[src/rtl/uart_rx_cfg.sv]
// ---------------------------------------------------------------------------
// uart_rx_cfg
//
// Configurable UART receiver: DBIT data bits (5..9), SB_TICK s_ticks of stop
// (16/24/32 = 1/1.5/2 stop bits), run-time parity none/even/odd. Each bit is
// decided by a 2-of-3 vote on the s = 13, 14 and 15 samples. Short low pulses
// that do not survive to mid-start are rejected. Completed frames, errored
// ones included, are delivered through a valid/ready holding register.
//
// Ports
//   clk           system clock, rising edge
//   reset_n       asynchronous active-low reset
//   rx            serial line (asynchronous to clk, idle 1)
//   s_tick        one-clk enable at 16x baud
//   par_mode      00 none, 01 even, 10 odd, 11 none; sampled at start of frame
//   rx_ready      consumer accepts the held word
//   rx_valid      holding register holds an unread word
//   dout          held word, LSB = first data bit on the line
//   parity_err    parity mismatch on the held word
//   frame_err     first stop bit voted 0 on the held word
//   break_det     held word is a break (framing error on an all-zero frame)
//   overrun       an unread word was overwritten by the held word
//   rx_done_tick  combinational one-clk pulse on the final stop s_tick
// ---------------------------------------------------------------------------
module uart_rx_cfg #(
    parameter int DBIT    = 8,
    parameter int SB_TICK = 16
) (
    input  logic            clk,
    input  logic            reset_n,
    input  logic            rx,
    input  logic            s_tick,
    input  logic [1:0]      par_mode,
    input  logic            rx_ready,
    output logic            rx_valid,
    output logic [DBIT-1:0] dout,
    output logic            parity_err,
    output logic            frame_err,
    output logic            break_det,
    output logic            overrun,
    output logic            rx_done_tick
);

    typedef enum logic [2:0] {
        ST_IDLE,
        ST_START,
        ST_DATA,
        ST_PARITY,
        ST_STOP
    } state_e;

    localparam logic [4:0] S_MID      = 5'd7;
    localparam logic [4:0] S_VOTE_A   = 5'd13;
    localparam logic [4:0] S_VOTE_B   = 5'd14;
    localparam logic [4:0] S_LAST     = 5'd15;
    localparam logic [4:0] S_STOP_END = 5'(SB_TICK - 1);
    localparam logic [3:0] N_LAST     = 4'(DBIT - 1);

    // Input synchroniser
    logic rx_meta_q;
    logic rx_s_q;

    // Frame FSM and datapath
    state_e           state_q,  state_d;
    logic [4:0]       s_q,      s_d;
    logic [3:0]       n_q,      n_d;
    logic [DBIT-1:0]  b_q,      b_d;
    logic             xor_q,    xor_d;
    logic             perr_q,   perr_d;
    logic             ferr_q,   ferr_d;
    logic             par_en_q, par_en_d;
    logic             par_odd_q, par_odd_d;
    logic             pbit_q,   pbit_d;
    logic [1:0]       smp_q,    smp_d;
    logic             frame_done;
    logic             vote_bit;

    // Holding register
    logic             rx_valid_q,   rx_valid_d;
    logic [DBIT-1:0]  dout_q,       dout_d;
    logic             parity_err_q, parity_err_d;
    logic             frame_err_q,  frame_err_d;
    logic             break_det_q,  break_det_d;
    logic             overrun_q,    overrun_d;

    // -----------------------------------------------------------------------
    // Two-flop synchroniser; both flops reset to the idle line level so that
    // leaving reset never looks like a start bit.
    // -----------------------------------------------------------------------
    // NOTE: sequential state is written with non-blocking assignments only, so
    // every flop samples the pre-edge value of its inputs regardless of the
    // order in which the simulator evaluates the processes.
    always_ff @(posedge clk or negedge reset_n) begin
        if (!reset_n) begin
            rx_meta_q <= 1'b1;
            rx_s_q    <= 1'b1;
        end else begin
            rx_meta_q <= rx;
            rx_s_q    <= rx_meta_q;
        end
    end

    // Majority of the s = 13 and s = 14 samples and the live s = 15 sample.
    assign vote_bit = (smp_q[1] & smp_q[0]) | (smp_q[1] & rx_s_q) | (smp_q[0] & rx_s_q);

    // -----------------------------------------------------------------------
    // Next-state logic
    // -----------------------------------------------------------------------
    // NOTE: every variable driven here gets its hold value first, so no path
    // through the case statement can leave one unassigned and infer a latch.
    always_comb begin
        state_d    = state_q;
        s_d        = s_q;
        n_d        = n_q;
        b_d        = b_q;
        xor_d      = xor_q;
        perr_d     = perr_q;
        ferr_d     = ferr_q;
        par_en_d   = par_en_q;
        par_odd_d  = par_odd_q;
        pbit_d     = pbit_q;
        smp_d      = smp_q;
        frame_done = 1'b0;

        // Capture the two early vote samples of any sampled bit.
        if (s_tick && (state_q inside {ST_DATA, ST_PARITY, ST_STOP})) begin
            if (s_q == S_VOTE_A) smp_d[1] = rx_s_q;
            if (s_q == S_VOTE_B) smp_d[0] = rx_s_q;
        end

        case (state_q)
            ST_IDLE: begin
                if (!rx_s_q) begin
                    state_d   = ST_START;
                    s_d       = '0;
                    // Parity mode is frozen for the whole frame.
                    par_en_d  = (par_mode == 2'b01) || (par_mode == 2'b10);
                    par_odd_d = (par_mode == 2'b10);
                    xor_d     = 1'b0;
                    perr_d    = 1'b0;
                    ferr_d    = 1'b0;
                    pbit_d    = 1'b0;
                end
            end

            ST_START: begin
                if (s_tick) begin
                    if (s_q == S_MID) begin
                        if (rx_s_q) begin
                            state_d = ST_IDLE;  // line went back high: glitch
                        end else begin
                            state_d = ST_DATA;
                            s_d     = '0;
                            n_d     = '0;
                        end
                    end else begin
                        s_d = s_q + 5'd1;
                    end
                end
            end

            ST_DATA: begin
                if (s_tick) begin
                    if (s_q == S_LAST) begin
                        s_d   = '0;
                        b_d   = {vote_bit, b_q[DBIT-1:1]};
                        xor_d = xor_q ^ vote_bit;
                        if (n_q == N_LAST) begin
                            state_d = par_en_q ? ST_PARITY : ST_STOP;
                        end else begin
                            n_d = n_q + 4'd1;
                        end
                    end else begin
                        s_d = s_q + 5'd1;
                    end
                end
            end

            ST_PARITY: begin
                if (s_tick) begin
                    if (s_q == S_LAST) begin
                        s_d     = '0;
                        pbit_d  = vote_bit;
                        // Expected bit is XOR(data) for even, its inverse for odd.
                        if (vote_bit != (xor_q ^ par_odd_q)) perr_d = 1'b1;
                        state_d = ST_STOP;
                    end else begin
                        s_d = s_q + 5'd1;
                    end
                end
            end

            ST_STOP: begin
                if (s_tick) begin
                    if ((s_q == S_LAST) && !vote_bit) ferr_d = 1'b1;
                    // With one stop bit the vote and completion share a tick,
                    // which is why completion reads ferr_d rather than ferr_q.
                    if (s_q == S_STOP_END) begin
                        state_d    = ST_IDLE;
                        frame_done = 1'b1;
                    end else begin
                        s_d = s_q + 5'd1;
                    end
                end
            end

            default: state_d = ST_IDLE;
        endcase
    end

    assign rx_done_tick = frame_done;

    // -----------------------------------------------------------------------
    // Holding register: a completing frame always loads, even when the
    // consumer accepts the previous word on the same edge.
    // -----------------------------------------------------------------------
    always_comb begin
        rx_valid_d   = rx_valid_q;
        dout_d       = dout_q;
        parity_err_d = parity_err_q;
        frame_err_d  = frame_err_q;
        break_det_d  = break_det_q;
        overrun_d    = overrun_q;

        if (frame_done) begin
            rx_valid_d   = 1'b1;
            dout_d       = b_q;
            parity_err_d = perr_q;
            frame_err_d  = ferr_d;
            break_det_d  = ferr_d && (b_q == '0) && (!par_en_q || !pbit_q);
            overrun_d    = rx_valid_q && !rx_ready;
        end else if (rx_valid_q && rx_ready) begin
            rx_valid_d = 1'b0;
        end
    end

    always_ff @(posedge clk or negedge reset_n) begin
        if (!reset_n) begin
            state_q      <= ST_IDLE;
            s_q          <= '0;
            n_q          <= '0;
            b_q          <= '0;
            xor_q        <= 1'b0;
            perr_q       <= 1'b0;
            ferr_q       <= 1'b0;
            par_en_q     <= 1'b0;
            par_odd_q    <= 1'b0;
            pbit_q       <= 1'b0;
            smp_q        <= '0;
            rx_valid_q   <= 1'b0;
            dout_q       <= '0;
            parity_err_q <= 1'b0;
            frame_err_q  <= 1'b0;
            break_det_q  <= 1'b0;
            overrun_q    <= 1'b0;
        end else begin
            state_q      <= state_d;
            s_q          <= s_d;
            n_q          <= n_d;
            b_q          <= b_d;
            xor_q        <= xor_d;
            perr_q       <= perr_d;
            ferr_q       <= ferr_d;
            par_en_q     <= par_en_d;
            par_odd_q    <= par_odd_d;
            pbit_q       <= pbit_d;
            smp_q        <= smp_d;
            rx_valid_q   <= rx_valid_d;
            dout_q       <= dout_d;
            parity_err_q <= parity_err_d;
            frame_err_q  <= frame_err_d;
            break_det_q  <= break_det_d;
            overrun_q    <= overrun_d;
        end
    end

    assign rx_valid   = rx_valid_q;
    assign dout       = dout_q;
    assign parity_err = parity_err_q;
    assign frame_err  = frame_err_q;
    assign break_det  = break_det_q;
    assign overrun    = overrun_q;

endmodule

[config.mk]
export PLATFORM = sky130hd
export DESIGN_NAME = uart_rx_cfg
export DESIGN_NICKNAME = d
export VERILOG_FILES = /design/src/rtl/uart_rx_cfg.sv
export SDC_FILE = /design/constraint.sdc
export NUM_CORES = 1
export LEC_CHECK = 0
export CORE_AREA = 2 2 54 94
export CTS_BUF_LIST = sky130_fd_sc_hd__clkbuf_4 sky130_fd_sc_hd__clkbuf_8 sky130_fd_sc_hd__clkbuf_16
export CTS_CLUSTER_DIAMETER = 100
export DETAILED_ROUTE_END_ITERATION = 10
export DIE_AREA = 0 0 56 96
export PLACE_DENSITY = 0.69
export SLEW_MARGIN = 40
export SYNTH_ARGS = -nofsm -noshare
export SYNTH_HDL_FRONTEND = slang
export SYNTH_SLANG_ARGS = --single-unit
export TNS_END_PERCENT = 100
[constraint.sdc]
create_clock -name clk -period 2.5 [get_ports clk]
set_input_delay 0.5 -clock clk [delete_from_list [all_inputs] [get_ports clk]]
set_output_delay 0.5 -clock clk [all_outputs]
set_load 0.02 [all_outputs]
==> results.txt, run 1 <==
Status: finished clean
Reg-to-reg endpoint: s_q[0]
Crit end category: output pin
EDFF count, synth: 0
Total chip power: 0.00220 W
Final ANT Viol Nets: 0
Root Buffer: clkbuf_8
Starting Density: 0.486
NumNets Final: 256
# fillers: 406
Post-synthesis simple-gate area fraction: 0.180
1st-iter DRT viols: 41
Top-area cell type share of the netlist area: 0.457
Final WL: 4560 µm
Hold Fails Final Rpt: 0
Synth area leader: dfrtp_1
DRC Markers: 0
Post-DP HPWL: 3330 µm
CP max-delay cell: dfrtp_1
Via Count: 1641
Peak supply drop: 0.565 mV
Port Buffers: 20
Tcrit/Tclk final: 0.919
Initial antenna violation count: 0
Post-synth net total: 223
CP startpoint kind: flop
Critical Path Max Stage Delay: 390 ps
Crit path arrival time: 1800 ps
Max Fclk: 435 MHz
Hold_buf cts: 0
CTS tree: built
Die width: 56 µm
Final Max Tran Viols: 0
Compound-Gate Fraction of Synth Area: 0.129
Clk slew on worst S/H paths: 90 ps
Overflow after GRT: 0
First-pass GRT wire length: 7690 µm
Num ports: 21
Antenna fix cells: 0
Power Dens Cells: 830 nW/µm²
Die H: 96 µm
Syn Std Cell Area: 2250 µm²
Wire per inst: 15.5 µm
Register area share after synthesis: 0.480
Multi-input logic area: 1070 µm²
Critical path's most frequent cell: ha_1
Synth cell types: 50
Max clock buf depth: 2
DIE AREA: 5380 µm²
Gr usage total: 0.186
Largest net degree at the start of global routing: 30
CTS Sinks: 43
Xor/xnor share of the synthesized area: 0.0117
Adder-cell share of the synthesized area: 0.0434
Top_reg_cell synth: dfrtp_1
Period minus WS final: 2300 ps
Htree depth: 2
Area grow syn2layout: 18.0%
Crit Path Category: flop to output pin
Average cell area after synthesis: 10.8 µm²
# setup viols final: 0
Top post-synthesis cells by area: dfrtp_1 (46%), mux2_2 (9.0%), ha_1 (3.9%)
Main combinational cell family by area after synthesis: simple AND/OR/NAND/NOR gates
RSZ-0062 raised after global routing: no
Avg Vias per Cell: 5.56
R2R Setup Slk: 430 ps
Via count of the first global-routing pass: 1655
Slew HR: 0.628
GPL Wtd Cong: 0.834
Lkg Pwr: 1.22 nW
Share of cells above drive strength 1: 0.218
Clk_lat worst skew: 310 ps
Syn. warnings: 0
Critical Path RT: 2000 ps
First-pass DRT Iterations: 4
FF-to-FF path depth: 7
FP Rows: 33
Crit Path Max Fanout: 5
Core footprint: 4620 µm²
CTS Buf Count: 5
Hold Path Class: input pin to async pin
# Max-Cap Violations: 0
Setup Skew: 12.1 ps
Async SR Flop Fraction: 1.00
Reg2reg start: s_q[0]
TNS Setup: 0 ps
Post-Syn Instances: 209
Critical Path, Cell by Cell: ha_1 -> and3_1 -> ha_1 -> and2_1 -> nand3_2 -> inv_1 -> clkbuf_2
Register cell area after layout: 1080 µm²
Worst-Margin Slew: 553 ps
Mux cell area share after synthesis: 0.113
Count of state elements after synthesis: 43
-- power by group --
group	leakage [nW]	switching, W	internal [W]
registers	0.576	0.000116	0.000800
logic	0.605	0.000439	0.000387
clock network	0.0408	0.000259	0.000200
-- layout make-up --
| class | instances | share of cell area |
|---|---|---|
| Multi-Input combinational cell | 145 | 0.404 |
| Tap cell | 52 | 0.0245 |
| Inverter | 13 | 0.0184 |
| Clock buffer | 5 | 0.0259 |
| Sequential cell | 43 | 0.407 |
| Clock inverter | 3 | 0.00896 |
| Timing Repair Buffer | 34 | 0.111 |
-- cells in the mapped netlist, types with 2 or more instances --
cell type	count
and2_1	3
mux2_2	18
ha_1	7
inv_1	13
or3b_1	3
nor3b_1	3
nor2_1	13
a31oi_1	2
xnor2_1	2
nor2b_1	2
mux2i_1	4
nand2b_1	6
nor4_1	3
and3b_1	2
o21ai_0	16
dfrtp_1	41
o221ai_1	3
buf_2	5
o211ai_1	2
a21boi_0	3
nand2_1	19
a21oi_1	3
nand3_1	7
a2bb2oi_1	2
dfstp_2	2
-- layer usage --
metal  GRT usage  up-vias  routed length (µm)
met2       0.343       26                2530
met3      0.0323        7                 116
met4      0.0833        0                  96
met5           0        -                   0
met1       0.206      808                1820
li1            -      800                   -
-- state kept, by name, summed over array words and instances, names as in the netlist, 2 cells and up --
name and count:
s_q 5, n_q 4, dout 8, smp_q 2, b_q 8, state_q 3
-- repair_timing --
action | CTS | global route
hold endpoints to repair | 0 | 0
gates resized for setup | 1 | 2
endpoints found under the setup margin | 1 | 1
buffers inserted | 0 | 0
-- kinds of logic after synthesis --
logic type	Yosys count
muxes	23
adders and majority gates	8
xor gates and xnor gates	3
AOI/OAI and AO/OA	40
buffers and inverters	21
DFF	43
and+or+nand+nor	71
-- worst max-delay path by stage --
stage,slack (ps),endpoint,start,depth (start not counted)
finish,200,rx_done_tick,s_q[0],7
global route,80,rx_done_tick,s_q[0],7
CTS,30,rx_done_tick,s_q[0],7
detailed placement,20,rx_done_tick,s_tick,5
global placement,10,rx_done_tick,s_tick,5
floorplan,220,rx_done_tick,s_q[0],7
-- per-stage QoR --
| step | cells | utilization | setup WS, ps | hold WS (ps) | cell area [µm²] |
|---|---|---|---|---|---|
| after floorplan | 209 | - | 218 | 204 | 2250 |
| after global placement | 287 | 0.555 | 11.8 | 348 | 2560 |
| after detailed placement | 287 | 0.555 | 22.5 | 352 | 2560 |
| after CTS | 295 | 0.574 | 25.4 | 97.6 | 2660 |
| after global routing | 295 | 0.574 | 81.9 | 110 | 2650 |
| final | 295 | 0.574 | 201 | 83.0 | 2650 |
-- worst max-delay path, delay by kind of cell (launching register included) --
family	cells	cell delay (ps)
fa+ha+maj	2	430
buf+inv	2	190
flops	1	390
simple gates	3	480
-- cells in the final DEF (no fill, tap or decap), drive strengths merged, types with 2 or more instances in the layout --
cell and count:
nor2 14, o211ai 3, a21oi 3, o21a 2
xnor2 2, o221ai 4, and2 3, a21boi 3
mux2i 4, clkbuf 6, nand3 8, nor2b 2
ha 7, a2bb2oi 2, a31oi 2, clkinvlp 2
nor4 3, dfrtp 41, o22ai 2, clkdlybuf4s50 18
inv 14, and3b 2, dfstp 2, nand2 19
o21ai 16, mux2 19, nand2b 6, buf 15
nor3b 3, or3b 4
No activity file was read; power rests on OpenSTA's default activity.
==> run 2: changes to the inputs <==
--- a/config.mk
+++ b/config.mk
@@ -10,7 +10,7 @@
 export CTS_CLUSTER_DIAMETER = 100
 export DETAILED_ROUTE_END_ITERATION = 10
 export DIE_AREA = 0 0 56 96
-export PLACE_DENSITY = 0.69
+export PLACE_DENSITY = 0.67
 export SLEW_MARGIN = 40
 export SYNTH_ARGS = -nofsm -noshare
 export SYNTH_HDL_FRONTEND = slang
==> run 2 against run 1 <==
Against the previous run:
- final cell count stayed put
- sequential cell count stayed put
- critical path depth stayed put
- worst setup slack better by 15 ps
- sequential share of layout area is 0.44 points lower
- register-to-register slack hardly changed
- maximum frequency is 0.65% higher
- largest power group unchanged
==> results.txt, run 2 (synthesis gave the netlist of run 1 again) <==
Status: finished clean
Starting Density: 0.486 (unchanged)
First-pass DRT Iterations: 4 (unchanged)
Crit Path Category: flop to output pin
Leading cell type in the layout, fill and taps excluded: dfrtp_1
CP startpoint kind: flop
Area grow syn2layout: 19.3%
Via count of the first global-routing pass: 1681 (+1.6%)
Multi-input logic area: 1070 µm² (unchanged)
Port Buffers: 20 (unchanged)
Die H: 96 µm (unchanged)
First-pass GRT wire length: 7960 µm (+3.6%)
Share of cells above drive strength 1: 0.218 (unchanged)
Gr usage total: 0.191 (+0.00486)
Worst-Margin Slew: 545 ps (-8.36 ps)
Final Max Tran Viols: 0 (unchanged)
Final WL: 4620 µm (+1.2%)
Worst hold slack: 253 ps (+170 ps)
NumNets Final: 256 (unchanged)
1st-iter DRT viols: 43 (+4.9%)
Power Dens Cells: 872 nW/µm² (+5.1%)
Core footprint: 4620 µm² (unchanged)
Crit Path Max Fanout: 5 (unchanged)
Crit end category: output pin
Post-DP HPWL: 3440 µm (+3.2%)
Avg Vias per Cell: 5.56 (unchanged)
Hold Path Class: input pin to async pin
Clk_lat worst skew: 300 ps (about the same)
CP Launch Point: s_q[0]
Largest net degree at the start of global routing: 44 (+47%)
Num ports: 21 (unchanged)
Setup Skew: 6.77 ps (-5.32 ps)
Most frequent cells in the layout: dfrtp_1 (41), nand2_1 (19), mux2_2 (18), clkdlybuf4s50_1 (18), o21ai_0 (16)
Htree depth: 2 (unchanged)
CTS Sinks: 43 (unchanged)
Reg2reg start: s_q[0]
Wire per inst: 15.6 µm (+1.2%)
Slew HR: 0.637 (+0.00889)
Peak supply drop: 0.746 mV (+32%)
Total chip power: 0.00234 W (+6.2%)
Hold Fails Final Rpt: 0 (unchanged)
Register cell area after layout: 1080 µm² (unchanged)
Setup Fix Bufs, Post-CTS: 0 (unchanged)
RSZ-0062 raised after global routing: no
# fillers: 402 (-0.99%)
Crit path arrival time: 1780 ps (-20 ps)
Period minus WS final: 2280 ps (-14.7 ps)
Final ANT Viol Nets: 0 (unchanged)
Lkg Pwr: 1.24 nW (+1.7%)
Antenna fix cells: 0 (unchanged)
Max Fclk: 438 MHz (+0.65%)
Initial antenna violation count: 0 (unchanged)
GPL Wtd Cong: 0.860 (+3.2%)
DRC Markers: 0 (unchanged)
FP Rows: 33 (unchanged)
Clk slew on worst S/H paths: 90 ps (about the same)
# Max-Cap Violations: 0 (unchanged)
TNS Setup: 0 ps (unchanged)
Overflow after GRT: 0 (unchanged)
Root Buffer: clkbuf_8
DIE AREA: 5380 µm² (unchanged)
Via Count: 1641 (unchanged)
# setup viols final: 0 (unchanged)
CTS Buf Count: 5 (unchanged)
Max clock buf depth: 2 (unchanged)
Critical Path RT: 2000 ps (about the same)
CTS tree: built
Die width: 56 µm (unchanged)
Final core utilization: 0.580 (+0.00622)
Tcrit/Tclk final: 0.914 (-0.00590)
## run 2: changes by cell type in the layout (fill, tap and decap cells not counted), sizes merged
cell	delta
bufinv	+1
clkbuf	+1
clkinvlp	-2
## run 2: worst paths after layout
kind	cells after the start	end	slack (ps)
setup / recovery	7	rx_done_tick	220
hold / removal	2	s_q[4]	250
setup reg to reg	7	s_q[1]	420
hold reg to reg	0	rx_s_q	360
max in group asynchronous	2	s_q[1]	1860
min in group clk	0	rx_s_q	360
## run 2: cell type report
cell class	instances	area share
timing repair buffer	34	0.110
clock buffer	6	0.0308
multi-input combinational	145	0.400
inverter	13	0.0182
clock inverter	2	0.0145
sequential	43	0.402
tap	52	0.0243
## run 2: metal layers
metal | part of all wire | routed length, µm | vias up | GRT usage
met5 | 0 | 0 | - | 0
met4 | 0.026 | 119 | 0 | 0.0853
met3 | 0.028 | 129 | 11 | 0.0323
met2 | 0.54 | 2490 | 32 | 0.352
met1 | 0.41 | 1880 | 790 | 0.212
li1 | - | - | 808 | -
## run 2: report_power, final
| part | switching, W | internal (W) | total (W) |
|---|---|---|---|
| sequential | 0.000118 | 0.000800 | 0.000918 |
| clock | 0.000248 | 0.000329 | 0.000577 |
| combinational | 0.000452 | 0.000392 | 0.000844 |
| total | 0.000818 | 0.00152 | 0.00234 |
## run 2: critical path, cell delays in order, from the launching register on
cell	delay [ps]
dfrtp_1	390
ha_1	220
and3_1	200
ha_1	220
and2_1	180
nand3_2	90
inv_1	50
clkbuf_2	150
## run 2: repair_timing
action / 4_1_cts / 5_1_grt
hold buffers: 0 / 0
setup endpoints to repair: 1 / 1
cloned: 0 / 0
endpoints found under the hold margin: 0 / 0
gates resized for setup: 1 / 2
## run 2: through the flow
stage               cells  setup WS (ps)  area (µm²)
floorplan             209            218        2250
global placement      287           8.80        2560
detailed placement    287           12.9        2560
CTS                   295           32.7        2690
global route          295           54.7        2680
finish                295            216        2680
